--- src/rtl/hesap_istemci_if.sv ---
// Ports of the calculator requester: command port, calculator operand/result port and result port.
// master = hesap_istemci; slave = its surroundings (command source, calculator, result consumer).
interface hesap_istemci_if #(
    parameter int VERI_GENISLIK   = 32,
    parameter int TUR_GENISLIK    = 3,
    parameter int ETIKET_GENISLIK = 4
);
    logic                         komut_gecerli;
    logic                         komut_hazir;
    logic [VERI_GENISLIK-1:0]     komut_sayi1;
    logic [VERI_GENISLIK-1:0]     komut_sayi2;
    logic [TUR_GENISLIK-1:0]      komut_tur;
    logic [ETIKET_GENISLIK-1:0]   komut_etiket;

    logic [VERI_GENISLIK-1:0]     hm_sayi1;
    logic [VERI_GENISLIK-1:0]     hm_sayi2;
    logic [TUR_GENISLIK-1:0]      hm_tur;
    logic                         hm_basla;
    logic [2*VERI_GENISLIK-1:0]   hm_sonuc;
    logic                         hm_hazir;
    logic                         hm_gecerli;
    logic                         hm_tasma;

    logic                         sonuc_gecerli;
    logic                         sonuc_hazir;
    logic [2*VERI_GENISLIK-1:0]   sonuc;
    logic [ETIKET_GENISLIK-1:0]   sonuc_etiket;
    logic                         sonuc_islem_gecerli;
    logic                         sonuc_tasma;
    logic                         sonuc_zaman_asimi;
    logic                         mesgul;

    modport master (
        input  komut_gecerli, komut_sayi1, komut_sayi2, komut_tur, komut_etiket,
        output komut_hazir,
        output hm_sayi1, hm_sayi2, hm_tur, hm_basla,
        input  hm_sonuc, hm_hazir, hm_gecerli, hm_tasma,
        output sonuc_gecerli, sonuc, sonuc_etiket, sonuc_islem_gecerli, sonuc_tasma,
        output sonuc_zaman_asimi, mesgul,
        input  sonuc_hazir
    );

    modport slave (
        output komut_gecerli, komut_sayi1, komut_sayi2, komut_tur, komut_etiket,
        input  komut_hazir,
        input  hm_sayi1, hm_sayi2, hm_tur, hm_basla,
        output hm_sonuc, hm_hazir, hm_gecerli, hm_tasma,
        input  sonuc_gecerli, sonuc, sonuc_etiket, sonuc_islem_gecerli, sonuc_tasma,
        input  sonuc_zaman_asimi, mesgul,
        output sonuc_hazir
    );
endinterface

--- src/rtl/hesap_istemci.sv ---
// Calculator requester: takes one tagged command, runs it on the calculator, returns the tagged result.
// Optional handshake timeout (parameter ZAMAN_ASIMI) is built when HESAP_ISTEMCI_ZAMAN_ASIMI_EN is defined.
module hesap_istemci #(
    parameter int VERI_GENISLIK   = 32,
    parameter int TUR_GENISLIK    = 3,
    parameter int ETIKET_GENISLIK = 4
`ifdef HESAP_ISTEMCI_ZAMAN_ASIMI_EN
    , parameter int ZAMAN_ASIMI   = 1024
`endif
) (
    input  logic            clk,
    input  logic            rst,
    hesap_istemci_if.master bus
);
    localparam logic [TUR_GENISLIK-1:0] TUR_DESTEKSIZ = '1;

    typedef enum logic [2:0] {BOS, GONDER, BEKLE_DUSUK, BEKLE_YUKSEK, SONUC} durum_t;

    durum_t                       durum_q, durum_d;
    logic [VERI_GENISLIK-1:0]     sayi1_q, sayi1_d, sayi2_q, sayi2_d;
    logic [TUR_GENISLIK-1:0]      tur_q, tur_d;
    logic [ETIKET_GENISLIK-1:0]   etiket_q, etiket_d;
    logic [2*VERI_GENISLIK-1:0]   sonuc_q, sonuc_d;
    logic                         islem_gecerli_q, islem_gecerli_d;
    logic                         tasma_q, tasma_d;
    logic                         kabul;
    logic                         zaman_asimi_olay;

    assign kabul = bus.komut_gecerli && (durum_q == BOS);

    always_comb begin
        // NOTE: every _d starts from its _q, so no path through this block can infer a latch.
        durum_d         = durum_q;
        sayi1_d         = sayi1_q;
        sayi2_d         = sayi2_q;
        tur_d           = tur_q;
        etiket_d        = etiket_q;
        sonuc_d         = sonuc_q;
        islem_gecerli_d = islem_gecerli_q;
        tasma_d         = tasma_q;
        unique case (durum_q)
            BOS: if (kabul) begin
                sayi1_d         = bus.komut_sayi1;
                sayi2_d         = bus.komut_sayi2;
                tur_d           = bus.komut_tur;
                etiket_d        = bus.komut_etiket;
                // Cleared here so the unsupported-code and timeout paths report zeros without extra muxing.
                sonuc_d         = '0;
                islem_gecerli_d = 1'b0;
                tasma_d         = 1'b0;
                durum_d         = (bus.komut_tur == TUR_DESTEKSIZ) ? SONUC : GONDER;
            end
            GONDER: durum_d = BEKLE_DUSUK;
            BEKLE_DUSUK: begin
                if (!bus.hm_hazir)          durum_d = BEKLE_YUKSEK;
                else if (zaman_asimi_olay)  durum_d = SONUC;
            end
            BEKLE_YUKSEK: begin
                if (bus.hm_hazir) begin
                    sonuc_d         = bus.hm_sonuc;
                    islem_gecerli_d = bus.hm_gecerli;
                    tasma_d         = bus.hm_tasma;
                    durum_d         = SONUC;
                end else if (zaman_asimi_olay) begin
                    durum_d = SONUC;
                end
            end
            SONUC: if (bus.sonuc_hazir) durum_d = BOS;
            default: durum_d = BOS;
        endcase
    end

    // NOTE: sequential state uses non-blocking assignments so every register samples pre-edge values.
    always_ff @(posedge clk or negedge rst) begin
        if (!rst) begin
            durum_q         <= BOS;
            sayi1_q         <= '0;
            sayi2_q         <= '0;
            tur_q           <= '0;
            etiket_q        <= '0;
            sonuc_q         <= '0;
            islem_gecerli_q <= 1'b0;
            tasma_q         <= 1'b0;
        end else begin
            durum_q         <= durum_d;
            sayi1_q         <= sayi1_d;
            sayi2_q         <= sayi2_d;
            tur_q           <= tur_d;
            etiket_q        <= etiket_d;
            sonuc_q         <= sonuc_d;
            islem_gecerli_q <= islem_gecerli_d;
            tasma_q         <= tasma_d;
        end
    end

    always_comb begin
        bus.komut_hazir   = (durum_q == BOS);
        bus.hm_basla      = (durum_q == GONDER);
        bus.sonuc_gecerli = (durum_q == SONUC);
        bus.mesgul        = (durum_q != BOS);
    end

    assign bus.hm_sayi1            = sayi1_q;
    assign bus.hm_sayi2            = sayi2_q;
    assign bus.hm_tur              = tur_q;
    assign bus.sonuc               = sonuc_q;
    assign bus.sonuc_etiket        = etiket_q;
    assign bus.sonuc_islem_gecerli = islem_gecerli_q;
    assign bus.sonuc_tasma         = tasma_q;

`ifdef HESAP_ISTEMCI_ZAMAN_ASIMI_EN
    localparam int SAYAC_W = $clog2(ZAMAN_ASIMI);

    logic [SAYAC_W-1:0] sayac_q, sayac_d;
    logic               zaman_asimi_q, zaman_asimi_d;
    logic               bekleme;

    assign bekleme = (durum_q == BEKLE_DUSUK) || (durum_q == BEKLE_YUKSEK);
    // Expires only while the awaited hm_hazir level has not arrived this cycle.
    assign zaman_asimi_olay = bekleme && (sayac_q == SAYAC_W'(ZAMAN_ASIMI - 1))
                              && (bus.hm_hazir == (durum_q == BEKLE_DUSUK));

    always_comb begin
        sayac_d       = '0;
        zaman_asimi_d = zaman_asimi_q;
        if (bekleme && (durum_d == durum_q)) sayac_d = sayac_q + SAYAC_W'(1);
        if (kabul)                 zaman_asimi_d = 1'b0;
        else if (zaman_asimi_olay) zaman_asimi_d = 1'b1;
    end

    always_ff @(posedge clk or negedge rst) begin
        if (!rst) begin
            sayac_q       <= '0;
            zaman_asimi_q <= 1'b0;
        end else begin
            sayac_q       <= sayac_d;
            zaman_asimi_q <= zaman_asimi_d;
        end
    end

    assign bus.sonuc_zaman_asimi = zaman_asimi_q;
`else
    assign zaman_asimi_olay      = 1'b0;
    assign bus.sonuc_zaman_asimi = 1'b0;
`endif
endmodule

--- src/flat_wrapper.sv ---
// flat-port wrapper written by rule: the top's interface ports become plain ports
module hesap_istemci_flat 
#(
    parameter int VERI_GENISLIK   = 32,
    parameter int TUR_GENISLIK    = 3,
    parameter int ETIKET_GENISLIK = 4

)
  (clk, rst, bus_komut_gecerli, bus_komut_sayi1, bus_komut_sayi2, bus_komut_tur, bus_komut_etiket, bus_komut_hazir, bus_hm_sayi1, bus_hm_sayi2, bus_hm_tur, bus_hm_basla, bus_hm_sonuc, bus_hm_hazir, bus_hm_gecerli, bus_hm_tasma, bus_sonuc_gecerli, bus_sonuc, bus_sonuc_etiket, bus_sonuc_islem_gecerli, bus_sonuc_tasma, bus_sonuc_zaman_asimi, bus_mesgul, bus_sonuc_hazir);
  hesap_istemci_if #(.VERI_GENISLIK(VERI_GENISLIK), .TUR_GENISLIK(TUR_GENISLIK), .ETIKET_GENISLIK(ETIKET_GENISLIK)) bus_i ();
  input  logic clk;
  input  logic rst;
  input wire logic [$bits(bus_i.komut_gecerli)-1:0] bus_komut_gecerli;
  input wire logic [$bits(bus_i.komut_sayi1)-1:0] bus_komut_sayi1;
  input wire logic [$bits(bus_i.komut_sayi2)-1:0] bus_komut_sayi2;
  input wire logic [$bits(bus_i.komut_tur)-1:0] bus_komut_tur;
  input wire logic [$bits(bus_i.komut_etiket)-1:0] bus_komut_etiket;
  output wire logic [$bits(bus_i.komut_hazir)-1:0] bus_komut_hazir;
  output wire logic [$bits(bus_i.hm_sayi1)-1:0] bus_hm_sayi1;
  output wire logic [$bits(bus_i.hm_sayi2)-1:0] bus_hm_sayi2;
  output wire logic [$bits(bus_i.hm_tur)-1:0] bus_hm_tur;
  output wire logic [$bits(bus_i.hm_basla)-1:0] bus_hm_basla;
  input wire logic [$bits(bus_i.hm_sonuc)-1:0] bus_hm_sonuc;
  input wire logic [$bits(bus_i.hm_hazir)-1:0] bus_hm_hazir;
  input wire logic [$bits(bus_i.hm_gecerli)-1:0] bus_hm_gecerli;
  input wire logic [$bits(bus_i.hm_tasma)-1:0] bus_hm_tasma;
  output wire logic [$bits(bus_i.sonuc_gecerli)-1:0] bus_sonuc_gecerli;
  output wire logic [$bits(bus_i.sonuc)-1:0] bus_sonuc;
  output wire logic [$bits(bus_i.sonuc_etiket)-1:0] bus_sonuc_etiket;
  output wire logic [$bits(bus_i.sonuc_islem_gecerli)-1:0] bus_sonuc_islem_gecerli;
  output wire logic [$bits(bus_i.sonuc_tasma)-1:0] bus_sonuc_tasma;
  output wire logic [$bits(bus_i.sonuc_zaman_asimi)-1:0] bus_sonuc_zaman_asimi;
  output wire logic [$bits(bus_i.mesgul)-1:0] bus_mesgul;
  input wire logic [$bits(bus_i.sonuc_hazir)-1:0] bus_sonuc_hazir;
  assign bus_i.komut_gecerli = bus_komut_gecerli;
  assign bus_i.komut_sayi1 = bus_komut_sayi1;
  assign bus_i.komut_sayi2 = bus_komut_sayi2;
  assign bus_i.komut_tur = bus_komut_tur;
  assign bus_i.komut_etiket = bus_komut_etiket;
  assign bus_komut_hazir = bus_i.komut_hazir;
  assign bus_hm_sayi1 = bus_i.hm_sayi1;
  assign bus_hm_sayi2 = bus_i.hm_sayi2;
  assign bus_hm_tur = bus_i.hm_tur;
  assign bus_hm_basla = bus_i.hm_basla;
  assign bus_i.hm_sonuc = bus_hm_sonuc;
  assign bus_i.hm_hazir = bus_hm_hazir;
  assign bus_i.hm_gecerli = bus_hm_gecerli;
  assign bus_i.hm_tasma = bus_hm_tasma;
  assign bus_sonuc_gecerli = bus_i.sonuc_gecerli;
  assign bus_sonuc = bus_i.sonuc;
  assign bus_sonuc_etiket = bus_i.sonuc_etiket;
  assign bus_sonuc_islem_gecerli = bus_i.sonuc_islem_gecerli;
  assign bus_sonuc_tasma = bus_i.sonuc_tasma;
  assign bus_sonuc_zaman_asimi = bus_i.sonuc_zaman_asimi;
  assign bus_mesgul = bus_i.mesgul;
  assign bus_i.sonuc_hazir = bus_sonuc_hazir;
  hesap_istemci #(.VERI_GENISLIK(VERI_GENISLIK), .TUR_GENISLIK(TUR_GENISLIK), .ETIKET_GENISLIK(ETIKET_GENISLIK)) u_core (.clk(clk), .rst(rst), .bus(bus_i));
endmodule
--- config.mk ---
export PLATFORM = sky130hd
export DESIGN_NAME = hesap_istemci_flat
export DESIGN_NICKNAME = d
export VERILOG_FILES = /design/src/rtl/hesap_istemci_if.sv /design/src/rtl/hesap_istemci.sv /design/src/flat_wrapper.sv
export SDC_FILE = /design/constraint.sdc
export NUM_CORES = 1
export LEC_CHECK = 0
export BUFFER_PORTS_ARGS = -buffer_cell sky130_fd_sc_hd__clkbuf_2
export CORE_MARGIN = 1.5
export CORE_UTILIZATION = 50
export DETAILED_ROUTE_END_ITERATION = 6
export GPL_TIMING_DRIVEN = 0
export PLACE_DENSITY = 0.86
export SYNTH_ARGS = -nofsm -noshare
export SYNTH_HDL_FRONTEND = slang
export SYNTH_SLANG_ARGS = --single-unit
export TNS_END_PERCENT = 100
--- constraint.sdc ---
create_clock -name clk -period 2.6 [get_ports clk]
set_input_delay 0.26 -clock clk [delete_from_list [all_inputs] [get_ports clk]]
set_output_delay 0.26 -clock clk [all_outputs]
set_load 0.01 [all_outputs]
==> results.yml <==
run_status:
  status: "finished clean"
clocking:
  clock_pin_slew_worst_setup_and_hold_paths_ns: 0.06
  postCtsHoldBufs: 1
  cts.repair.resized: 0
  root_buffer: "sky130_fd_sc_hd__clkbuf_16"
  clock_tree_buffer_depth: 2
  clock_sinks: 140
  clock_insertion_delay_at_the_later_pin_of_the_skew_report_ns: 0.41
  htree_levels: 4
  postCtsSetupBuffers: 0
  total_cts_buffers: 17
  tritoncts_clock_tree: "yes"
place:
  detailed_place.area_sq_um: 7460
  detailedPlacementHpwl_um: 11800
  post-place-ws_ns: 0.814
  dpl.cell_count: 891
  io_buffer_count: 282
  gpl.final_weighted_congestion: 0.860
grt:
  first_global_vias: 5011
  grt_start_max_net_pins: 116
  number_of_antenna_violations_at_the_first_check_in_global_routing: 0
  global_route.overflow_total: 0
  grtUsageTotal_pct: 27.8
  grt_pass1_wl_um: 26600
routing:
  post_drt_wl_per_cell_um: 18.1
  detailedRoute.firstPassIterationCount: 5
  drcViolationCount: 0
  routed_wl_um: 16700
  first_iter_violations: 319
  detail-route-antenna-nets: 0
  vias: 4659
  via_per_inst: 5.06
sta:
  finalHoldViolCount: 0
  finalWorstSetupSlack_ns: 0.839
  setup_total_negative_slack_ns: 0
  final_min_period_over_clock_period_pct: 67.7
  finalCriticalPeriod_ns: 1.76
  worst-slew-pin-transition_ns: 0.574
  finalSetupViolCount: 0
  fmax_mhz: 568
  final_max_slew_viol_count: 0
  worst_hold_slack_ns: 0.0547
  rsz_0062_raised_after_global_routing: "false"
  clock-skew-final_ns: 0.00653
  max_slew_margin_pct: 61.7
synth:
  yosysUniqueCellTypes: 27
  post-synth-top-count-cell: "sky130_fd_sc_hd__dfrtp_1"
  synth-main-ff-cell: "sky130_fd_sc_hd__dfrtp_1"
  synth_top_cell_by_area: "sky130_fd_sc_hd__dfrtp_1"
  syn-num-nets: 607
  synthDominantCellAreaShare_pct: 60.0
  ys_warn_count: 0
  post_synth.cell_area_avg_sq_um: 12.6
  synthesis.instances: 465
  synthesis.area_sq_um: 5840
  number_of_enable_type_register_cells_in_the_synthesized_netlist: 0
  synth.top_cells.by_area: "sky130_fd_sc_hd__dfrtp_1 (60%), sky130_fd_sc_hd__mux2_4 (18%), sky130_fd_sc_hd__nand2_1 (8.6%), sky130_fd_sc_hd__o21ai_1 (3.2%), sky130_fd_sc_hd__buf_12 (2.7%)"
  synth_commonest_cells: "sky130_fd_sc_hd__dfrtp_1 (140), sky130_fd_sc_hd__nand2_1 (133), sky130_fd_sc_hd__mux2_4 (70)"
  synth_seq_cells: 140
  ys_async_sr_fraction_pct: 100
  sequential_fraction_of_the_synthesis_area_pct: 60.0
floorplan:
  core_area_sq_um: 11400
  floorplan.io_pins: 284
  rows: 39
  fp.dieArea_sq_um: 12300
  die_width_um: 111
  die_h_um: 111
  floorplan.initialDensity_pct: 51.1
cells_and_area:
  drive_gt1_share_pct: 52.7
  finish.net_count: 910
  sequential_cell_area_sq_um: 3500
  syn2layout_area_growth_pct: 37.4
  layout.filler_cells: 830
  antenna_cells_inserted: 0
  post_layout_util_pct: 70.2
  number_of_non_filler_instances_in_the_completed_layout: 921
  multiInputGateArea_sq_um: 2030
  design_area_sq_um: 8020
min_path:
  timing.hold.worst.class: "in -> reg"
pwr:
  p_per_area_nw_per_um2: 1190
  power.total_mw: 9.53
  leakagePower_nw: 4.18
  vdd_drop_max_mv: 0.941
setup_path:
  crit_path_max_fanout: 10
  critPathKind: "reg -> reg"
  worst_setup_path_start_kind: "register"
  required_ns: 2.89
  worstSetupEndpointType: "register"
  worst-endpoint-arrival_ns: 2.05
job:
  maxCapViolCount: 0
-- where the power goes --
| part | internal (mW) | switching, mW | total [mW] |
|---|---|---|---|
| registers | 2.95 | 0.501 | 3.45 |
| logic | 1.94 | 1.94 | 3.87 |
| clock network | 1.35 | 0.858 | 2.21 |
| total | 6.24 | 3.30 | 9.53 |
-- worst max-delay path: stages, from the launching register on --
cell,delay [ns]
sky130_fd_sc_hd__dfrtp_1,0.37
sky130_fd_sc_hd__buf_6,0.13
sky130_fd_sc_hd__and3_1,0.19
sky130_fd_sc_hd__o21bai_2,0.33
sky130_fd_sc_hd__buf_4,0.27
sky130_fd_sc_hd__buf_2,0.24
sky130_fd_sc_hd__o21ai_1,0.10
-- flip-flops by register name, indices dropped and copies added (netlist names) --
signal,cells
u_core.bus.hm_tur,3
u_core.bus.hm_sayi2,32
u_core.bus.sonuc_etiket,4
u_core.bus.sonuc,64
u_core.durum_q,3
u_core.bus.sonuc_islem_gecerli,1
u_core.bus.hm_sayi1,32
u_core.bus.sonuc_tasma,1
-- placed cells by master, fill, tap and decap left out, drive strengths merged --
| cell | netlist | layout |
|---|---|---|
| a21oi | 2 | 2 |
| and2 | 2 | 2 |
| and3 | 1 | 1 |
| buf | 24 | 25 |
| clkbuf | 8 | 313 |
| clkinv | 0 | 3 |
| clkinvlp | 0 | 3 |
| conb | 1 | 1 |
| dfrtp | 140 | 140 |
| dlygate4sd3 | 0 | 1 |
| inv | 1 | 1 |
| mux2 | 71 | 71 |
| nand2 | 133 | 133 |
| nand3 | 1 | 1 |
| nand3b | 1 | 1 |
| nor2 | 5 | 5 |
| nor3 | 2 | 2 |
| nor3b | 2 | 2 |
| o21ai | 67 | 67 |
| o21bai | 1 | 1 |
| o311ai | 1 | 1 |
| o41ai | 1 | 1 |
| or3 | 1 | 1 |
-- layer usage --
layer  share of wire, %  GRT usage, %  vias to the layer above
met3                7.6          9.24                       38
met4                2.7          11.4                        0
li1                   -             -                     2144
met1                 38          30.8                     2263
met5                  0             0                        -
met2                 52          49.3                      214
-- layout make-up --
class	instances	share of cell area [%]
repair buffers	284	18.2
plain buffers	32	3.76
flip-flops and latches	140	43.7
clock inverters	6	0.468
inverters	1	0.0468
well taps	143	2.23
multi-input cells	292	25.3
clock buffers	23	6.33
-- worst paths after layout --
kind	from	to	slack, ns	cells after the start
setup / recovery	u_core.durum_q[1]	u_core.bus.sonuc[54]	0.84	6
hold / removal	bus_hm_sonuc[0]	u_core.bus.sonuc[0]	0.05	3
setup reg to reg	u_core.durum_q[1]	u_core.bus.sonuc[54]	0.84	6
hold reg to reg	u_core.bus.sonuc[29]	u_core.bus.sonuc[29]	0.48	2
max in group asynchronous	rst	u_core.bus.hm_sayi2[13]	1.47	3
min in group asynchronous	rst	u_core.bus.sonuc[13]	0.30	2
-- cell families (layout without fill, tap and decap cells) --
group / count (synthesis) / count (layout) / share of synthesized area [%]
other: 1 / 1 / 0.0642
DFF: 140 / 140 / 60.0
AOI/OAI and AO/OA: 72 / 72 / 6.41
buffers and inverters: 33 / 346 / 5.23
and+or+nand+nor: 148 / 148 / 10.1
muxes: 71 / 71 / 18.2
Note: power is estimated with default switching activity, not from simulation.
